File: config.mk
export PLATFORM = sky130hd
export DESIGN_NAME = operand_entry_circuit_flickinger
export DESIGN_NICKNAME = d
export VERILOG_FILES = /design/src/rtl/operand_entry_circuit_flickinger.sv
export SDC_FILE = /design/constraint.sdc
export NUM_CORES = 1
export LEC_CHECK = 0
export CORE_UTILIZATION = 40
export CTS_CLUSTER_SIZE = 20
export DETAILED_ROUTE_END_ITERATION = 8
export SYNTH_ARGS = -nofsm -noshare
export SYNTH_HDL_FRONTEND = slang
export SYNTH_SLANG_ARGS = --single-unit
File: constraint.sdc
create_clock -name clk -period 2.3 [get_ports clk]
set_input_delay 0.23 -clock clk [delete_from_list [all_inputs] [get_ports clk]]
set_output_delay 0.23 -clock clk [all_outputs]
set_load 0.02 [all_outputs]
File: src/rtl/operand_entry_circuit_flickinger.sv
// Operand entry front end of the calculator: debounces the four push buttons,
// builds a two-digit signed BCD entry from the digit switches, commits operands
// A and B, and tells the display whether to show the entry or the ALU result.

// Per-button conditioner: 2-flop synchroniser, stable-level debounce counter,
// and a single-cycle pulse on each accepted 0->1 of the stable level.
module operand_entry_circuit_flickinger_debounce #(
  parameter logic [15:0] CYCLES = 16'd50000
) (
  input  logic clk,
  input  logic reset_n,
  input  logic raw,
  output logic pulse
);

  logic        sync1;
  logic        sync2;
  logic        level;
  logic [15:0] cnt;

  // Synchronise, count consecutive samples that disagree with the stable level,
  // and accept the new level once CYCLES such samples have been seen in a row.
  always_ff @(posedge clk or negedge reset_n) begin
    if (!reset_n) begin
      sync1 <= 1'b0;
      sync2 <= 1'b0;
      level <= 1'b0;
      cnt   <= '0;
      pulse <= 1'b0;
    end else begin
      sync1 <= raw;
      sync2 <= sync1;
      pulse <= 1'b0;
      if (sync2 != level) begin
        if (cnt == CYCLES - 16'd1) begin
          level <= sync2;
          cnt   <= '0;
          pulse <= sync2;
        end else begin
          cnt <= cnt + 16'd1;
        end
      end else begin
        cnt <= '0;
      end
    end
  end

endmodule

module operand_entry_circuit_flickinger #(
  parameter logic [15:0] DEBOUNCE_CYCLES = 16'd50000
) (
  input  logic       clk,
  input  logic       reset_n,
  input  logic [3:0] sw_digit,
  input  logic       btn_enter,
  input  logic       btn_sign,
  input  logic       btn_load,
  input  logic       btn_clear,
  output logic [3:0] ab_msd,
  output logic [3:0] ab_lsd,
  output logic       input_sign,
  output logic       two_to_one_sel,
  output logic [8:0] op_a,
  output logic [8:0] op_b,
  output logic       calc_go,
  output logic       digit_err,
  output logic [1:0] entry_state
);

  typedef enum logic [1:0] {
    ENTRY_A = 2'd0,
    ENTRY_B = 2'd1,
    RESULT  = 2'd2
  } state_t;

  state_t state_q;
  state_t state_d;

  logic p_enter, p_sign, p_load, p_clear;
  logic do_clear, do_load, do_enter, do_sign;
  logic digit_ok;

  logic [3:0] msd_d, lsd_d;
  logic       sign_d;
  logic [8:0] op_a_d, op_b_d;
  logic       err_d;
  logic       go_d;

  operand_entry_circuit_flickinger_debounce #(.CYCLES(DEBOUNCE_CYCLES)) u_db_enter (
    .clk(clk), .reset_n(reset_n), .raw(btn_enter), .pulse(p_enter)
  );
  operand_entry_circuit_flickinger_debounce #(.CYCLES(DEBOUNCE_CYCLES)) u_db_sign (
    .clk(clk), .reset_n(reset_n), .raw(btn_sign), .pulse(p_sign)
  );
  operand_entry_circuit_flickinger_debounce #(.CYCLES(DEBOUNCE_CYCLES)) u_db_load (
    .clk(clk), .reset_n(reset_n), .raw(btn_load), .pulse(p_load)
  );
  operand_entry_circuit_flickinger_debounce #(.CYCLES(DEBOUNCE_CYCLES)) u_db_clear (
    .clk(clk), .reset_n(reset_n), .raw(btn_clear), .pulse(p_clear)
  );

  // Only the highest-priority pulse of a cycle acts: clear > load > enter > sign.
  assign do_clear = p_clear;
  assign do_load  = p_load  & ~p_clear;
  assign do_enter = p_enter & ~p_load & ~p_clear;
  assign do_sign  = p_sign  & ~p_enter & ~p_load & ~p_clear;
  assign digit_ok = (sw_digit <= 4'd9);

  assign entry_state = state_q;

  // Next-state and next-value logic for the entry FSM and its data registers.
  always_comb begin
    state_d = state_q;
    msd_d   = ab_msd;
    lsd_d   = ab_lsd;
    sign_d  = input_sign;
    op_a_d  = op_a;
    op_b_d  = op_b;
    err_d   = digit_err;
    go_d    = 1'b0;
    if (do_clear) begin
      msd_d   = 4'd0;
      lsd_d   = 4'd0;
      sign_d  = 1'b0;
      op_a_d  = 9'd0;
      op_b_d  = 9'd0;
      err_d   = 1'b0;
      state_d = ENTRY_A;
    end else begin
      case (state_q)
        ENTRY_A, ENTRY_B: begin
          if (do_load) begin
            if (state_q == ENTRY_A) begin
              op_a_d  = {input_sign, ab_msd, ab_lsd};
              state_d = ENTRY_B;
            end else begin
              op_b_d  = {input_sign, ab_msd, ab_lsd};
              go_d    = 1'b1;
              state_d = RESULT;
            end
            msd_d  = 4'd0;
            lsd_d  = 4'd0;
            sign_d = 1'b0;
          end else if (do_enter) begin
            if (digit_ok) begin
              msd_d = ab_lsd;
              lsd_d = sw_digit;
              err_d = 1'b0;
            end else begin
              err_d = 1'b1;
            end
          end else if (do_sign) begin
            sign_d = ~input_sign;
          end
        end
        RESULT: begin
          // Load and sign have no effect while the result is displayed.
          if (do_enter) begin
            if (digit_ok) begin
              msd_d   = 4'd0;
              lsd_d   = sw_digit;
              sign_d  = 1'b0;
              err_d   = 1'b0;
              state_d = ENTRY_A;
            end else begin
              err_d = 1'b1;
            end
          end
        end
        default: state_d = ENTRY_A;
      endcase
    end
  end

  // State and output registers; display select follows the next state so it
  // changes on the same edge as the state.
  always_ff @(posedge clk or negedge reset_n) begin
    if (!reset_n) begin
      state_q        <= ENTRY_A;
      ab_msd         <= 4'd0;
      ab_lsd         <= 4'd0;
      input_sign     <= 1'b0;
      op_a           <= 9'd0;
      op_b           <= 9'd0;
      digit_err      <= 1'b0;
      calc_go        <= 1'b0;
      two_to_one_sel <= 1'b0;
    end else begin
      state_q        <= state_d;
      ab_msd         <= msd_d;
      ab_lsd         <= lsd_d;
      input_sign     <= sign_d;
      op_a           <= op_a_d;
      op_b           <= op_b_d;
      digit_err      <= err_d;
      calc_go        <= go_d;
      two_to_one_sel <= (state_d == RESULT);
    end
  end

endmodule
## Word level (Yosys, flattened, before mapping)

Index checks and enable logic that the tools add are counted.

- Register bits after elaboration: 112
- Input bits: 10
- Output and inout bits: 32
- Word-level logic and storage cells: 136

- Add/sub/neg operators: 4
- Order comparisons: 1
- Equal/unequal tests: 19
- Multiplexer cells: 58
- Bitwise operators: 10
- Reduce and logical (&&, ||, !) cells: 15

Operators with widths:

| cell | count |
|---|---|
| $mux 16 | 8 |
| $mux 9 | 8 |
| $add 16x1->16 const B | 4 |
| $eq 16x16->1 const B | 4 |
| $mux 4 | 10 |
| $mux 1 | 22 |
| $ne 4x3->1 const B | 4 |
| $pmux 4 s2 | 2 |
| $mux 2 | 5 |
| $reduce_and 2->1 | 5 |
| $reduce_and 5->1 | 2 |
| $ne 3x2->1 const B | 3 |
| $and 1x1->1 | 6 |
| $reduce_and 3->1 | 2 |
| $reduce_bool 2->1 | 3 |
| $eq 2x2->1 const B | 2 |
| $le 4x4->1 const B | 1 |
| $ne 1x1->1 | 4 |
| $not 1->1 | 4 |
| $pmux 1 s2 | 2 |
| $pmux 2 s2 | 1 |
| $reduce_bool 3->1 | 1 |
| $eq 2x1->1 const B | 1 |
| $logic_not 2->1 | 1 |
| 2 further kinds | 2 |

## Longest topological paths before layout

- Word-level depth: 9
- Depth in mapped cells: 6

## Cells and area by module

Synthesis repeated with hierarchy kept, for this count alone.

- Cell total of the unflattened synthesis: 471
- Area, all modules: 5117.4 um^2

Modules (own cells, without submodules):

| module | times used | cells each | area an instance (um^2) | seq. area each (um^2) |
|---|---|---|---|---|
| operand_entry_circuit_flickinger_debounce at u_db_clear ... | 3 | 86 | 927.1 | 500.5 |
| operand_entry_circuit_flickinger | 1 | 126 | 1416.4 | 800.8 |
| operand_entry_circuit_flickinger_debounce at u_db_sign | 1 | 87 | 919.6 | 500.5 |

## Worst setup path before layout

Ideal clock, no wire load.

- Path kind: flip-flop to flip-flop
- From: register u_db_sign.cnt[12]
- To: register u_db_sign.level
- Arrival time: 1655 ps
- Data required time: 2175 ps
- Path slack: 520 ps
- Stages on the path, launching flop included: 5
- Path buffers: 0
- Period minus slack after synthesis: 1780 ps
- Cells stage by stage: dfrtp_1 nor4b_2 nand3b_1 or4_4 mux2_4

- Cells in the longest elaborated chain, start to end: 2

RTL lines:

| element | RTL line | source |
|---|---|---|
| start: declaration | 19 | `logic [15:0] cnt;` |
| start signal: assignment | 40 | `cnt <= cnt + 16'd1;` |
| $eq 16x16->1 | 35 | `if (cnt == CYCLES - 16'd1) begin` |
| $reduce_and 2->1 (no line) | -- |  |
| end signal: assignment | 36 | `level <= sync2;` |
| end: declaration | 18 | `logic level;` |

No other way between the ends.
A chain may end at the register's enable or synchronous reset.

## Worst setup path after layout

- From: register state_q[0] (netlist: entry_state[0])
- To: output port entry_state[0]

RTL lines:

| element | RTL line | source |
|---|---|---|
| start: declaration | 77 | `state_t state_q;` |
| start signal: assignment | 190 | `state_q <= state_d;` |
| end: declaration | 68 | `output logic [1:0] entry_state` |

No word-level cell between the ends.

==> flow_metrics.py <==
metrics = {
    "critical_path": {
        "r2r_start": "u_db_clear.cnt[10]",
        "crit_start": "entry_state[0]",
        "r2r_cells": 4,
        "cp_cell_sequence": "clkdlybuf4s50_1",
        "start_kind": "flip-flop",
        "path_delay_family": "buffers and inverters",
        "path_buf_inv": 1,
        "r2r_end": "u_db_clear.cnt[13]",
        "critPathRequiredTime_ns": 2.07,
        "cp_slowest_cell": "clkdlybuf4s50_1",
        "crit_type": "flip-flop to primary output",
        "crit_path_max_incr_delay_ns": 0.71,
        "r2r_slack_ns": 0.45,
        "crit_fanout": 11,
        "endpoint_kind": "primary output",
        "cp_data_arrival_time_ns": 1.65,
    },
    "yosys": {
        "synth.largest_area_cell": "dfrtp_1",
        "synth_nets": 467,
        "synthTopCellsByArea": "dfrtp_1, xnor2_1, nor2_1",
        "ys_warn_count": 0,
        "yosys.area.top_type_share": 0.562,
        "yosysMostFrequentCell": "dfrtp_1",
        "synthCells": 453,
        "avgSynthCellArea_sq_um": 11.0,
        "ys.flop_type": "dfrtp_1",
        "synth_common_cells": "dfrtp_1, nor2_1, xnor2_1",
        "synth_seq_area_share": 0.562,
        "ys_ff_latch": 112,
        "syn-cell-area_sq_um": 4980,
        "yosysUniqueCellTypes": 45,
        "synth_edf_count": 0,
        "async_flop_share": 1.00,
    },
    "global_route": {
        "grt_pass1_wl_um": 15700,
        "grt_pass1_vias": 3328,
        "grt_max_degree": 113,
        "antenna_found_initial": 0,
        "overflow": 0,
        "grt_use_total": 0.154,
    },
    "floorplanning": {
        "start_util": 0.413,
        "rows": 40,
        "pin_count": 42,
        "core_area_sq_um": 12100,
        "dieWidth_um": 114,
        "dieArea_sq_um": 12900,
        "die_h_um": 114,
    },
    "clocking": {
        "cts_inserted_buffers": 9,
        "cts_resized": 0,
        "cts-htree-levels": 3,
        "cts.sinks": 112,
        "cts_tree": "yes",
        "post_cts_buffers": 0,
        "clockBufferDepth": 2,
        "postCtsHoldBufs": 1,
        "worstSkewPairLatency_ns": 0.35,
        "clk_pin_slew_ns": 0.07,
        "root_buffer": "clkbuf_16",
    },
    "placement": {
        "gp_congestion": 0.778,
        "numPortBuffers": 41,
        "dp_cells": 661,
        "dp_hpwl_um": 6160,
        "place_ws_ns": 0.435,
        "dpl_cell_area_sq_um": 5640,
    },
    "detailed_routing": {
        "drt_iter0_drc": 172,
        "wirelength_um": 9120,
        "dr.pass1.iters": 4,
        "wire_per_inst_um": 13.5,
        "drc": 0,
        "via_per_inst": 4.99,
        "vias": 3376,
        "antenna_left": 0,
    },
    "run_status": {
        "status": "finished clean",
    },
    "timing": {
        "fin_ws_ns": 0.418,
        "final_hold_viol_count": 0,
        "rsz0062_at_grt": "no",
        "drv_slew": 0,
        "setup_viol": 0,
        "worst_slew_pin_slew_ns": 0.610,
        "fin_worst_skew_ns": 0.00624,
        "post-route-min-period_ns": 1.88,
        "fmax_mhz": 531,
        "maxSlewHeadroom": 0.590,
        "fin_tns_setup_ns": 0,
        "fin_crit_sh": 0.818,
    },
    "final_layout": {
        "area_growth_pct": 19.3,
        "nNetsFinal": 519,
        "finalInstanceArea_sq_um": 5940,
        "fin_cells": 677,
        "n_antenna_cell": 0,
        "drive_above_1_share": 0.0806,
    },
    "worst_hold_path": {
        "hp-start": "btn_enter",
        "holdPathEnd": "u_db_enter.sync1",
        "worstHoldPathCells": 1,
        "hold_class": "input port to flip-flop",
    },
    "power_and_ir_drop": {
        "peakVddDrop_v": 0.000433,
        "p_leak_uw": 0.00240,
        "power.total_uw": 3710,
        "powerDensity_nw_per_um2": 625,
    },
    "job": {
        "drv_cap": 0,
    },
}
worst max path at each step:
stage	endpoint	cells past startpoint
after floorplan	u_db_sign.level	4
after global placement	ab_msd[1]	5
after detailed placement	u_db_clear.cnt[9]	4
after CTS	entry_state[1]	1
after global routing	entry_state[1]	1
final	entry_state[0]	1
placed cells by master (no fill, tap or decap), drive strengths merged, types with 2 or more instances in the layout:
cell type and n:
nand3b 2, xnor2 51, mux2i 13, nand3 23, or4 4, a21oi 8, nor4 18, nor2b 3
nor3 13, inv 16, mux2 4, nand4 13, o21a 3, clkdlybuf4s50 40, nor4bb 2, nor2 86
nand2 16, clkinvlp 2, or2 2, nor4b 2, o41ai 2, clkbuf 11, and3 6, dfrtp 112
ha 4, buf 11, o31ai 2, a22o 13, nor3b 4, xor2 10, or3 3
through the flow:
stage               hold slack (ns)  utilization
floorplan                   -0.0656            -
global placement              0.334        0.467
detailed placement            0.336        0.467
CTS                           0.307        0.493
global route                  0.308        0.493
finish                        0.320        0.493
cell families after synthesis:
family / count (synthesis) / synth area share
AOI/OAI and AO/OA: 33 / 0.0590
xor gates and xnor gates: 61 / 0.107
adders and majority gates: 4 / 0.0100
buffers and inverters: 26 / 0.0216
DFF: 112 / 0.562
muxes: 17 / 0.0367
and+or+nand+nor: 200 / 0.203
final cells by class:
class                   instances  area (sq um)
clock buffers                  11           243
clock inverters                 4          53.8
fillers                      1114          6120
inverters                      15          56.3
multi-input cells             315          2070
flip-flops and latches        112          2800
well taps                     168           210
repair buffers                 52           505
sequential cells by signal (all words and copies together), names as in the netlist, 2 cells and up:
register        cells
ab_msd              4
u_db_enter.cnt     16
ab_lsd              4
u_db_load.cnt      16
op_b                9
u_db_sign.cnt      16
entry_state         2
u_db_clear.cnt     16
op_a                9
power breakdown:
group / leakage (uW) / switching, uW / internal [uW]
sequential: 0.00151 / 28.2 / 2000
combinational: 0.000750 / 83.0 / 54.8
clock: 0.000138 / 678 / 872
total: 0.00240 / 789 / 2920
routing by layer:
| layer | GRT usage | vias up | part of all wire |
|---|---|---|---|
| met2 | 0.253 | 42 | 0.49 |
| li1 | - | 1669 | - |
| met4 | 0.0553 | 0 | 0.013 |
| met1 | 0.195 | 1657 | 0.47 |
| met3 | 0.0414 | 8 | 0.028 |
| met5 | 0 | - | 0 |
Power figures use the tool's default switching activity.
